`src/rtl/pll_sup_pkg.sv`:
```
// Shared definitions for the PLL lock supervisor.
//   state_t : supervisor sequencing states
//   cnt_w() : counter width for a terminal count, never narrower than 1 bit
package pll_sup_pkg;

  typedef enum logic [2:0] {
    RESET_PLL = 3'd0,
    WAIT_LOCK = 3'd1,
    FILTER    = 3'd2,
    RUN       = 3'd3,
    FAIL      = 3'd4
  } state_t;

  // Bits needed to hold values 0..n-1; a 1-bit floor keeps degenerate
  // parameter choices from producing zero-width vectors.
  function automatic int cnt_w(input int n);
    int w;
    w = $clog2(n);
    return (w < 1) ? 1 : w;
  endfunction

endpackage

```
`src/rtl/bit_sync_2ff.sv`:
```
// Two-flop synchroniser for a single asynchronous level.
//   clk     : destination clock
//   reset_n : asynchronous active-low reset, loads RESET_VAL into both flops
//   d       : asynchronous input
//   q       : synchronised output, two clk edges of latency
module bit_sync_2ff #(
  parameter logic RESET_VAL = 1'b0
) (
  input  logic clk,
  input  logic reset_n,
  input  logic d,
  output logic q
);

  logic meta;

  always_ff @(posedge clk or negedge reset_n) begin
    if (!reset_n) begin
      meta <= RESET_VAL;
      q    <= RESET_VAL;
    end else begin
      meta <= d;
      q    <= meta;
    end
  end

endmodule

```
`src/rtl/pll_lock_supervisor.sv`:
```
// Sequences the CSI-2 clock-doubler PLL: timed RST pulse, LOCK glitch
// filter, lock timeout with bounded retries, and restart on loss of lock.
// Runs on the free-running PLL reference clock.
//   clk          : PLL reference clock
//   reset_n      : asynchronous active-low reset
//   pll_lock     : raw PLL LOCK (asynchronous)
//   soft_restart : one-cycle request to restart the sequence
//   pll_rst      : PLL RST, active high
//   sys_rst_n    : downstream reset, released only while locked
//   locked       : qualified lock status
//   fail         : retries exhausted, supervisor parked
//   retry_cnt    : retries consumed in the current sequence
module pll_lock_supervisor
  import pll_sup_pkg::*;
#(
  parameter int RST_PULSE_CYC    = 16,
  parameter int LOCK_FILTER_CYC  = 256,
  parameter int LOCK_TIMEOUT_CYC = 65536,
  parameter int MAX_RETRY        = 7,
  localparam int RETRY_W         = cnt_w(MAX_RETRY + 1)
) (
  input  logic               clk,
  input  logic               reset_n,
  input  logic               pll_lock,
  input  logic               soft_restart,
  output logic               pll_rst,
  output logic               sys_rst_n,
  output logic               locked,
  output logic               fail,
  output logic [RETRY_W-1:0] retry_cnt
);

  // Pulse counter must reach RST_PULSE_CYC itself (see entry value below).
  localparam int RST_W = cnt_w(RST_PULSE_CYC + 1);
  localparam int FLT_W = cnt_w(LOCK_FILTER_CYC);
  localparam int TMO_W = cnt_w(LOCK_TIMEOUT_CYC);

  state_t             state, state_nx;
  logic [RST_W-1:0]   rst_cnt, rst_cnt_nx;
  logic [FLT_W-1:0]   flt_cnt, flt_cnt_nx;
  logic [TMO_W-1:0]   tmo_cnt, tmo_cnt_nx;
  logic [RETRY_W-1:0] retry_nx;
  logic               lock_s;

  bit_sync_2ff #(.RESET_VAL(1'b0)) u_lock_sync (
    .clk     (clk),
    .reset_n (reset_n),
    .d       (pll_lock),
    .q       (lock_s)
  );

  // The pulse counter is loaded with 1 when RESET_PLL is entered from another
  // state, because the entry edge itself is the first high cycle. Out of
  // reset it starts at 0, so the pulse spans RST_PULSE_CYC edges after
  // reset_n is released.
  always_comb begin
    state_nx   = state;
    rst_cnt_nx = rst_cnt;
    flt_cnt_nx = flt_cnt;
    tmo_cnt_nx = tmo_cnt;
    retry_nx   = retry_cnt;
    if (soft_restart) begin
      state_nx   = RESET_PLL;
      rst_cnt_nx = RST_W'(1);
      retry_nx   = '0;
    end else begin
      case (state)
        RESET_PLL: begin
          if (rst_cnt == RST_W'(RST_PULSE_CYC)) begin
            state_nx   = WAIT_LOCK;
            tmo_cnt_nx = '0;
          end else begin
            rst_cnt_nx = rst_cnt + 1'b1;
          end
        end
        WAIT_LOCK, FILTER: begin
          // Timeout spans both states and is not reset by filter drops.
          if (tmo_cnt == TMO_W'(LOCK_TIMEOUT_CYC - 1)) begin
            if (retry_cnt == RETRY_W'(MAX_RETRY)) begin
              state_nx = FAIL;
            end else begin
              state_nx   = RESET_PLL;
              rst_cnt_nx = RST_W'(1);
              retry_nx   = retry_cnt + 1'b1;
            end
          end else begin
            tmo_cnt_nx = tmo_cnt + 1'b1;
            if (state == WAIT_LOCK) begin
              if (lock_s) begin
                state_nx   = FILTER;
                flt_cnt_nx = '0;
              end
            end else if (!lock_s) begin
              state_nx = WAIT_LOCK;
            end else if (flt_cnt == FLT_W'(LOCK_FILTER_CYC - 1)) begin
              state_nx = RUN;
              retry_nx = '0;
            end else begin
              flt_cnt_nx = flt_cnt + 1'b1;
            end
          end
        end
        RUN: begin
          if (!lock_s) begin
            state_nx   = RESET_PLL;
            rst_cnt_nx = RST_W'(1);
          end
        end
        FAIL:    state_nx = FAIL;
        default: begin
          state_nx   = RESET_PLL;
          rst_cnt_nx = RST_W'(1);
        end
      endcase
    end
  end

  // Outputs are decoded from the next state so they change on the same edge
  // the state is entered, straight from flops.
  always_ff @(posedge clk or negedge reset_n) begin
    if (!reset_n) begin
      state     <= RESET_PLL;
      rst_cnt   <= '0;
      flt_cnt   <= '0;
      tmo_cnt   <= '0;
      retry_cnt <= '0;
      pll_rst   <= 1'b1;
      sys_rst_n <= 1'b0;
      locked    <= 1'b0;
      fail      <= 1'b0;
    end else begin
      state     <= state_nx;
      rst_cnt   <= rst_cnt_nx;
      flt_cnt   <= flt_cnt_nx;
      tmo_cnt   <= tmo_cnt_nx;
      retry_cnt <= retry_nx;
      pll_rst   <= (state_nx == RESET_PLL) || (state_nx == FAIL);
      sys_rst_n <= (state_nx == RUN);
      locked    <= (state_nx == RUN);
      fail      <= (state_nx == FAIL);
    end
  end

endmodule

```
`config.mk`:
```
export PLATFORM = sky130hd
export DESIGN_NAME = pll_lock_supervisor
export DESIGN_NICKNAME = d
export VERILOG_FILES = /design/src/rtl/pll_sup_pkg.sv /design/src/rtl/bit_sync_2ff.sv /design/src/rtl/pll_lock_supervisor.sv
export SDC_FILE = /design/constraint.sdc
export NUM_CORES = 1
export LEC_CHECK = 0
export ABC_AREA = 1
export CAP_MARGIN = 20
export CORE_MARGIN = 2
export CORE_UTILIZATION = 57
export CTS_BUF_LIST = sky130_fd_sc_hd__clkbuf_8
export DETAILED_ROUTE_END_ITERATION = 10
export PLACE_DENSITY_LB_ADDON = 0.05
export SLEW_MARGIN = 25
export SYNTH_ARGS = -nofsm -noshare
export SYNTH_HDL_FRONTEND = slang
export SYNTH_SLANG_ARGS = --single-unit
```
`constraint.sdc`:
```
create_clock -name clk -period 1.68 [get_ports clk]
set_input_delay 0.336 -clock clk [delete_from_list [all_inputs] [get_ports clk]]
set_output_delay 0.336 -clock clk [all_outputs]
set_load 0.03 [all_outputs]
```
==> results.txt, run 1 <==
- Inserted Diodes: 0
* Capturing point of the worst reg2reg path: flt_cnt[3]
* Number of cells traversed by the worst register-to-register path: 13
- Endpoint required time on the critical path: 1910 ps
- Between clock sinks in the finished design, the worst skew comes to 3.343 ps.
- STA classifies the critical path startpoint as a flop.
- The tightest hold path in the finished design has a slack of -1.204 ps.
- Across all layers, the routed design uses 2116 vias.
* Initial antenna violation count: 0
- Chip width: 69.73 µm
- Setup violations remaining at the end of the flow were counted as 0.
- The compound-cell area share of the yosys netlist came to 0.05132.
* Sequential share of power: 0.561
* Type of the worst setup path: reg2reg
* Summed instance area of the synthesized netlist: 2462 µm²
- Dividing the final minimum period by the clock period gives 0.9845.
- Measured against the total synthesized area, the mux share comes to 0.
- Compared with the post-synthesis result, the final layout area differs by 20.27%.
- Dominant combinational cell family by area after synthesis: simple AND/OR/NAND/NOR gates
- Reg-to-reg critical path startpoint: tmo_cnt[1]
- Clock-pin slew was measured on the worst setup and hold paths at 80 ps.
* I/O pin count: 11
* Post-layout nets: 367
- The H-tree generated during clock tree synthesis spans 2 levels.
* Part of the power in the clock network: 0.352
- Library cell contributing the largest single delay on the critical path: sky130_fd_sc_hd__dfrtp_1
- The checks that failed: hold timing.
- Final number of hold-violating endpoints: 2
* Sinks on Clock Net: 40
- Placed insts: 393
* Clock buffer count from CTS: 5
- Slew Viols, Final: 0
* Sum of routed wire length over all layers: 5191 µm
- Net load switching power: 468.4 µW
- The number of nets handed over by synthesis was 329.
- During placement, the flow inserted port buffers numbering 10.
* Area fraction of the dominant cell type after synthesis: 0.3963
- Non-filler instance count after layout: 408
- Arithmetic-cell share of the synthesized area counting full adders, half adders and majority gates: 0.03049
* Power share of the combinational group: 0.087
- Arrival time at the worst endpoint: 1890 ps
- Biggest fanout along the worst timing path: 8
* Buffers and inverters on the worst path: 3
- Internal Pwr Total: 1390 µW
* Via density per instance: 5.186
* Cells traversed along the worst timing path: ha_2 -> nand2_2 -> nor2_4 -> nand2_4 -> nor2_4 -> buf_4 -> nand2_4 -> nand2_4 -> nor2_4 -> buf_6 -> inv_6 -> nand2_1 -> nand2_1
- Number of nets with antenna violations after detailed routing: 0
* Number of buffers inserted by hold repair at cts: 0
- Area fraction in and, or, nand and nor cells after synthesis: 0.3933
- GR peak layer: met2
- Row generation in the floorplan step produced 23 rows.
* Worst reg-to-reg setup slack: 30 ps
- Each instance of the synthesized netlist takes up on average 7.719 µm².
- Clk_lat worst skew: 290 ps
- Unrepaired setup endpoints after global routing: true
- Entering global routing, the biggest net connects 41 pins.
- Weighted congestion reported at the end of routability-driven placement: 0.7864
* Die Ht: 69.73 µm
- For this run, global-route usage on met2 was measured as 0.3707.
- Summed over all instances, the cell type with the most area after synthesis is sky130_fd_sc_hd__dfrtp_1.
* Share of cells above drive strength 1: 0.2011
- Of the total power, the share spent switching nets is 0.2521.
- Of the total synthesized cell area, the portion taken by XOR and XNOR cells is 0.05691.
- First-pass GRT wire length: 8811 µm
- Run status: finished, violations left
- Synthesis instantiated 35 different standard cells from the library.
- Post-layout util: 0.7247
- For this run, the total global-route usage over all layers was measured as 0.2251.
- The worst hold path belongs to the class in2async.
* Pre-Repair DR Iteration Count: 4
* Number of warnings issued by yosys: 0
* Worst IR drop on VDD: 0.0004928 V
- Leakage power: 0.001472 µW
- Number of register bits inferred by synthesis: 40
* Critical Path Max Stage Delay: 360 ps
* Standard cell core area: 4086 µm²
- TritonCTS built the clock tree.
* Max-slew headroom at the worst pin: 0.7487
- Total DRC errors in the routed layout: 0
* Power Dens Cells: 627.4 nW/µm²
- Achievable Freq: 604.6 MHz
- After technology mapping, the gate count stands at 319.
- The via count of the first global-routing pass is 1919.
- Kind of end point of the critical path: flop
* Reported max-cap violation count: 0
- Initial DRC Count: 126
- CTS root buf: sky130_fd_sc_hd__clkbuf_8
- Of the synthesized area, sequential elements account for 0.4070.
- Family with the most delay on the worst path: simple AND/OR/NAND/NOR gates
- Global routing finished with a remaining overflow of 0.
* Met1 usage: 0.2986
- WL per Instance: 12.72 µm
* Final HPWL from detailed placement: 3653 µm
- The longest clock path from root to sink contains 2 buffers.
- The routed design could run at a clock period as short as 1654 ps.
- Cell types with the largest area share after synthesis: sky130_fd_sc_hd__dfrtp_1 40%, sky130_fd_sc_hd__nand2_1 16%, sky130_fd_sc_hd__nand3_1 5.9%
- The floorplan step defined a die boundary enclosing 4862 µm².
- For this configuration, the core starts out at a cell density of 0.6026.
- Met3 usage: 0.04506
- At the pin with the least slew margin, the transition time is 374.1 ps.
## synthesized netlist by cell type
library cell and count:
sky130_fd_sc_hd__a21oi_1 5, sky130_fd_sc_hd__and2_0 1, sky130_fd_sc_hd__and2_1 2, sky130_fd_sc_hd__buf_2 1, sky130_fd_sc_hd__buf_4 1, sky130_fd_sc_hd__buf_6 1
sky130_fd_sc_hd__buf_8 1, sky130_fd_sc_hd__clkbuf_1 1, sky130_fd_sc_hd__dfrtp_1 39, sky130_fd_sc_hd__dfstp_2 1, sky130_fd_sc_hd__ha_1 6, sky130_fd_sc_hd__inv_1 23
sky130_fd_sc_hd__inv_2 4, sky130_fd_sc_hd__inv_4 1, sky130_fd_sc_hd__nand2_1 107, sky130_fd_sc_hd__nand2_2 3, sky130_fd_sc_hd__nand2_4 2, sky130_fd_sc_hd__nand2_8 1
sky130_fd_sc_hd__nand3_1 29, sky130_fd_sc_hd__nand3_2 2, sky130_fd_sc_hd__nand3_4 1, sky130_fd_sc_hd__nand3b_1 5, sky130_fd_sc_hd__nand4_1 13, sky130_fd_sc_hd__nor2_1 30
sky130_fd_sc_hd__nor2_2 1, sky130_fd_sc_hd__nor2_4 4, sky130_fd_sc_hd__nor3_1 3, sky130_fd_sc_hd__o21ai_0 1, sky130_fd_sc_hd__o21ai_1 6, sky130_fd_sc_hd__o21ai_2 4
sky130_fd_sc_hd__o21ai_4 1, sky130_fd_sc_hd__o21bai_1 2, sky130_fd_sc_hd__or2_2 1, sky130_fd_sc_hd__xnor2_1 6, sky130_fd_sc_hd__xor2_1 10
## metrics by stage
step	hold slack, ps	power (µW)	TNS, ps	cell area, µm²	setup slack [ps]
after detailed placement	322.4	1222	0	2758	13.10
after floorplan	40.41	1158	0	2462	31.54
after global placement	322.2	1218	0	2758	61.16
after CTS	3.352	1875	0	2845	7.841
after global routing	13.83	1959	-1057	2962	-94.28
final	-1.204	1858	0	2962	26.02
## metal layers
metal  part of all wire  routed length (µm)  up-vias
met5                  0                   0        -
met4              0.014                  75        0
met3              0.025                 130        6
met2               0.49                2556       27
met1               0.47                2427      980
li1                   -                   -     1103
## worst max path at each step
stage	startpoint	end	slack, ps	cells past startpoint
2_1_floorplan	tmo_cnt[0]	flt_cnt[4]	30	11
3_3_place_gp	tmo_cnt[0]	flt_cnt[4]	60	12
3_5_place_dp	tmo_cnt[0]	flt_cnt[5]	10	12
4_1_cts	locked	sys_rst_n	8	1
5_1_grt	tmo_cnt[1]	flt_cnt[4]	-90	13
6_report	tmo_cnt[1]	flt_cnt[3]	30	13
## sequential cells by signal (all words and copies together) (netlist names)
register / cells
fail: 1
u_lock_sync.meta: 1
retry_cnt: 3
pll_rst: 1
locked: 1
tmo_cnt: 16
u_lock_sync.q: 1
state: 3
flt_cnt: 8
rst_cnt: 5
## cells in the final DEF, fill, tap and decap left out, types with 4 or more instances in the layout
| cell type | n |
|---|---|
| sky130_fd_sc_hd__o21ai_1 | 7 |
| sky130_fd_sc_hd__clkbuf_8 | 6 |
| sky130_fd_sc_hd__o21ai_2 | 4 |
| sky130_fd_sc_hd__inv_1 | 25 |
| sky130_fd_sc_hd__dlygate4sd2_1 | 4 |
| sky130_fd_sc_hd__xor2_1 | 10 |
| sky130_fd_sc_hd__nand4_1 | 13 |
| sky130_fd_sc_hd__nand2_4 | 4 |
| sky130_fd_sc_hd__nor2_4 | 5 |
| sky130_fd_sc_hd__a21oi_1 | 5 |
| sky130_fd_sc_hd__xnor2_1 | 6 |
| sky130_fd_sc_hd__ha_1 | 5 |
| sky130_fd_sc_hd__nor2_1 | 28 |
| sky130_fd_sc_hd__buf_4 | 21 |
| sky130_fd_sc_hd__nand3b_1 | 5 |
| sky130_fd_sc_hd__inv_2 | 4 |
| sky130_fd_sc_hd__nand2_2 | 7 |
| sky130_fd_sc_hd__nand3_1 | 25 |
| sky130_fd_sc_hd__nand2_1 | 101 |
| sky130_fd_sc_hd__nand3_2 | 6 |
| sky130_fd_sc_hd__dfrtp_1 | 39 |
## kinds of logic (layout without fill, tap and decap cells)
family,Yosys count,count (layout)
and+or+nand+nor,205,205
DFF,40,40
buffers and inverters,33,72
AOI/OAI and AO/OA,19,19
xor gates and xnor gates,16,16
adders and majority gates,6,6
## final cells by class
type                       instances  area, µm²
tap                               50      62.56
clock buffer                       6      82.58
clock inverter                     2      7.507
inverter                          28      110.1
fill                             328       1125
sequential                        40       1002
multi-input combinational        246       1368
timing repair buffer              36      329.1
## power groups by stage
| stage | Sequential [µW] | Combinational (µW) | Clock (µW) |
|---|---|---|---|
| final | 1040 | 161 | 654 |
| after global routing | 1050 | 194 | 715 |
| after CTS | 1040 | 161 | 671 |
| after detailed placement | 1060 | 160 | 0 |
| after global placement | 1060 | 157 | 0 |
| after floorplan | 1050 | 106 | 0 |
## worst reg2reg max path: cells and delay by family, from the launching register on
family / cells / cell delay [ps]
adder cells (fa/ha/maj): 1 / 200
buffers and inverters: 3 / 330
AND/OR/NAND/NOR: 9 / 700
flip-flops: 1 / 360
## timing repair
item	CTS	global route
pin swaps	0	7
setup endpoints to repair	12	31
cloned	0	1
setup buffers	0	6
gates resized for setup	5	20
Power figures use the tool's default switching activity.
==> run 2, diff against run 1 <==
- CAP_MARGIN: 20 -> not set
==> results of run 2 <==
The final DEF is identical to that of run 1; final timing and power are the same.
==> run 3, diff against run 2 <==
- REMOVE_ABC_BUFFERS: not set -> 1
==> run 3 against run 2 <==
  * The run now ends clean
  * Via count is 0.33% lower
  * Worst setup slack gained 9.0 ps
  * Flip-flop and latch count unchanged
  * Global-route usage decreased by 0.10 points
  * Wire length is 2.9% lower
  * Clock power shrank 6.4%
  * Die area is the same
  * Critical path type is now reg2out
==> results.txt, run 3 (synthesized netlist as in run 1, its figures left out) <==
* Run status: complete, no violations
- Standard cell core area: 4086 µm²
- Slew Viols, Final: 0
* Max-slew headroom at the worst pin: 0.6922
- Ranked by flip-flop count, first place goes to tmo_cnt.
* First-pass GRT wire length: 8790 µm
- Row count: 23
- Final HPWL from detailed placement: 3711 µm
- At the worst endpoint, the arrival time is 1310 ps.
- Measured along the y axis, the die boundary spans 69.73 µm.
- Dividing the detail-routed wire length by the instance count gives 12.32 µm.
- For this design the static power due to leakage is 0.001415 µW.
- Non-Filler Cell Area, Final: 2944 µm²
* Via count of the first global-routing pass: 2008
- Power share of the combinational group: 0.103
- On the critical path the largest part of the delay comes from buffers and inverters.
- For this configuration, the core starts out at a cell density of 0.6026.
* Max clock buf depth: 2
- Routability-driven placement finished with a final weighted congestion of 0.8414.
* Endpoint required time on the critical path: 1340 ps
* Share of cells above drive strength 1: 0.1922
- Type of the worst setup path: reg2out
- VDD sags by at most 0.0003161 V.
* Kind of end point of the critical path: output pin
- Along the worst path, the maximum fanout reaches 2.
* Reported max-cap violation count: 0
- Pin count of the biggest net entering global routing: 23
- Measured on the finished design, the core utilization comes to 0.7205.
- The H-tree was split into 2 levels.
* Cells traversed along the worst timing path: clkdlybuf4s50_1
* Input/output buffers: 10
- In this run the cell area measured after placement is 2765 µm².
- The repair_antennas step left the layout with diodes totalling 0.
- Power Dens Cells: 623.8 nW/µm²
* Achievable Freq: 607.9 MHz
* CTS root buf: sky130_fd_sc_hd__clkbuf_8
- The share of total power dissipated in sequential elements is 0.564.
* Via density per instance: 5.156
- Of the available clock period, the critical path in the final layout requires 0.9792.
- Reg-to-reg critical path startpoint: tmo_cnt[0]
- For this run, design rule violations remaining after detail routing come to 0.
- The slowest stage of the critical path is the sky130_fd_sc_hd__clkdlybuf4s50_1 cell.
- Top flop regs: tmo_cnt x16, flt_cnt x8, rst_cnt x5
- Of the total power, the share spent switching nets is 0.2569.
- Clock-pin slew reported for the worst setup and hold paths after clock tree synthesis: 80 ps
- Relative to the synthesized area, the layout overhead comes to 19.56%.
* Number of nets with antenna violations after detailed routing: 0
* Sum of routed wire length over all layers: 5039 µm
- Number of flip-flops under the largest register name: 16
* Sinks on Clock Net: 40
* Setup skew after layout: 7.881 ps
- Part of the power in the clock network: 0.333
- The worst hold path was traced through 0 stages.
- Initial antenna violation count: 0
- The final hold violation count is 0.
- The number of clock buffers added by TritonCTS is 5.
- The final route contains 2109 vias.
- Unrepaired setup endpoints after global routing: true
- The final layout contains 368 nets.
* Net load switching power: 471.8 µW
* Initial DRC Count: 140
- The die covers 4862 µm².
- At the pin with the least slew margin, the transition time is 461.6 ps.
* Number of cells traversed by the worst register-to-register path: 10
* Capturing point of the worst reg2reg path: retry_cnt[0]
- The first detailed-routing pass ran for 4 iterations.
- The library cells used most frequently in the layout, excluding fill and tap cells, are 104 x sky130_fd_sc_hd__nand2_1, 36 x sky130_fd_sc_hd__dfrtp_1, 29 x sky130_fd_sc_hd__nor2_1.
- Worst reg-to-reg setup slack: 100 ps
- Total of endpoints with negative setup slack in the final report: 0
* Critical Path Max Stage Delay: 660 ps
- 11 I/O pins were placed.
* Commonest non-fill, non-tap cell in the layout: sky130_fd_sc_hd__nand2_1
- The number of buffers and inverters on the critical path is 1.
* TritonCTS clock tree: built
- Final critical path time including I/O delays and setup: 1645 ps
- The worst hold path begins at u_lock_sync.meta.
* Chip width: 69.73 µm
- For hold timing, the worst endpoint is u_lock_sync.q.
* Aggregate global routing overflow: 0
- Clock latency on the worst-skew pair, taken at its later pin, is 300 ps.
- In the global route stage, overall resource usage came out at 0.2240.
* Element type at the critical path start: flop
- The internal power of the cells totals 1365 µW.
- Class of the most critical hold timing path: reg2reg
[run 3: cell count changes in the layout (fill, tap and decap cells not counted), moves of 2 or more]
cell                              before  now
sky130_fd_sc_hd__dfrtp_1              39   36
sky130_fd_sc_hd__nand3_1              25   27
sky130_fd_sc_hd__dlymetal6s2s_1        2    0
sky130_fd_sc_hd__nand2_1             101  104
sky130_fd_sc_hd__nand3_2               6    4
sky130_fd_sc_hd__nand2_4               4    2
sky130_fd_sc_hd__clkdlybuf4s50_1       3    5
sky130_fd_sc_hd__dfrtp_2               0    3
[run 3: worst max-delay path by stage]
stage / from / endpoint / slack (ps) / cells past startpoint
after floorplan: tmo_cnt[0] / flt_cnt[4] / 30 / 11
after global placement: tmo_cnt[0] / flt_cnt[4] / 80 / 12
after detailed placement: tmo_cnt[0] / flt_cnt[2] / 30 / 12
after CTS: tmo_cnt[0] / flt_cnt[2] / 10 / 12
after global routing: tmo_cnt[0] / pll_rst / -40 / 8
final: locked / sys_rst_n / 30 / 1
[run 3: what timing repair did]
action                                  CTS  global route
hold buffers                              1             0
pin swaps                                 0             6
resized for setup                         4            13
setup buffers                             0             6
endpoints found under the setup margin    4            29
endpoints found under the hold margin     6             0
[run 3: stage by stage]
stage                     hold slack [ps]  setup TNS (ps)  setup WS [ps]  instances  total power (µW)
after floorplan                     40.41               0          31.54        314              1158
after global placement              314.3               0          80.96        394              1240
after detailed placement            315.5               0          33.86        394              1245
after CTS                           363.1               0          11.34        403              1848
after global routing                375.1          -91.28         -43.32        409              1940
final                               357.2               0          34.99        409              1836
[run 3: layer usage]
layer	wire length, µm	vias to the layer above	global-route usage
li1	-	1100	-
met1	2386	982	0.2923
met2	2452	19	0.3739
met3	108	8	0.03343
met4	91	0	0.08974
met5	0	-	0
[run 3: area by class of cell]
type | count | area (µm²)
Clock buffer | 5 | 68.82
Clock inverter | 3 | 12.51
Fill cell | 333 | 1142
Inverter | 28 | 112.6
Multi-Input combinational cell | 246 | 1333
Sequential cell | 40 | 1006
Tap cell | 50 | 62.56
Timing Repair Buffer | 37 | 349.1
[run 3: power groups by stage]
stage	clock network, µW	registers [µW]	logic, µW
after floorplan	0	1050	105
after global placement	0	1050	187
after detailed placement	0	1050	191
after CTS	619	1040	194
after global routing	671	1040	228
final	612	1040	190
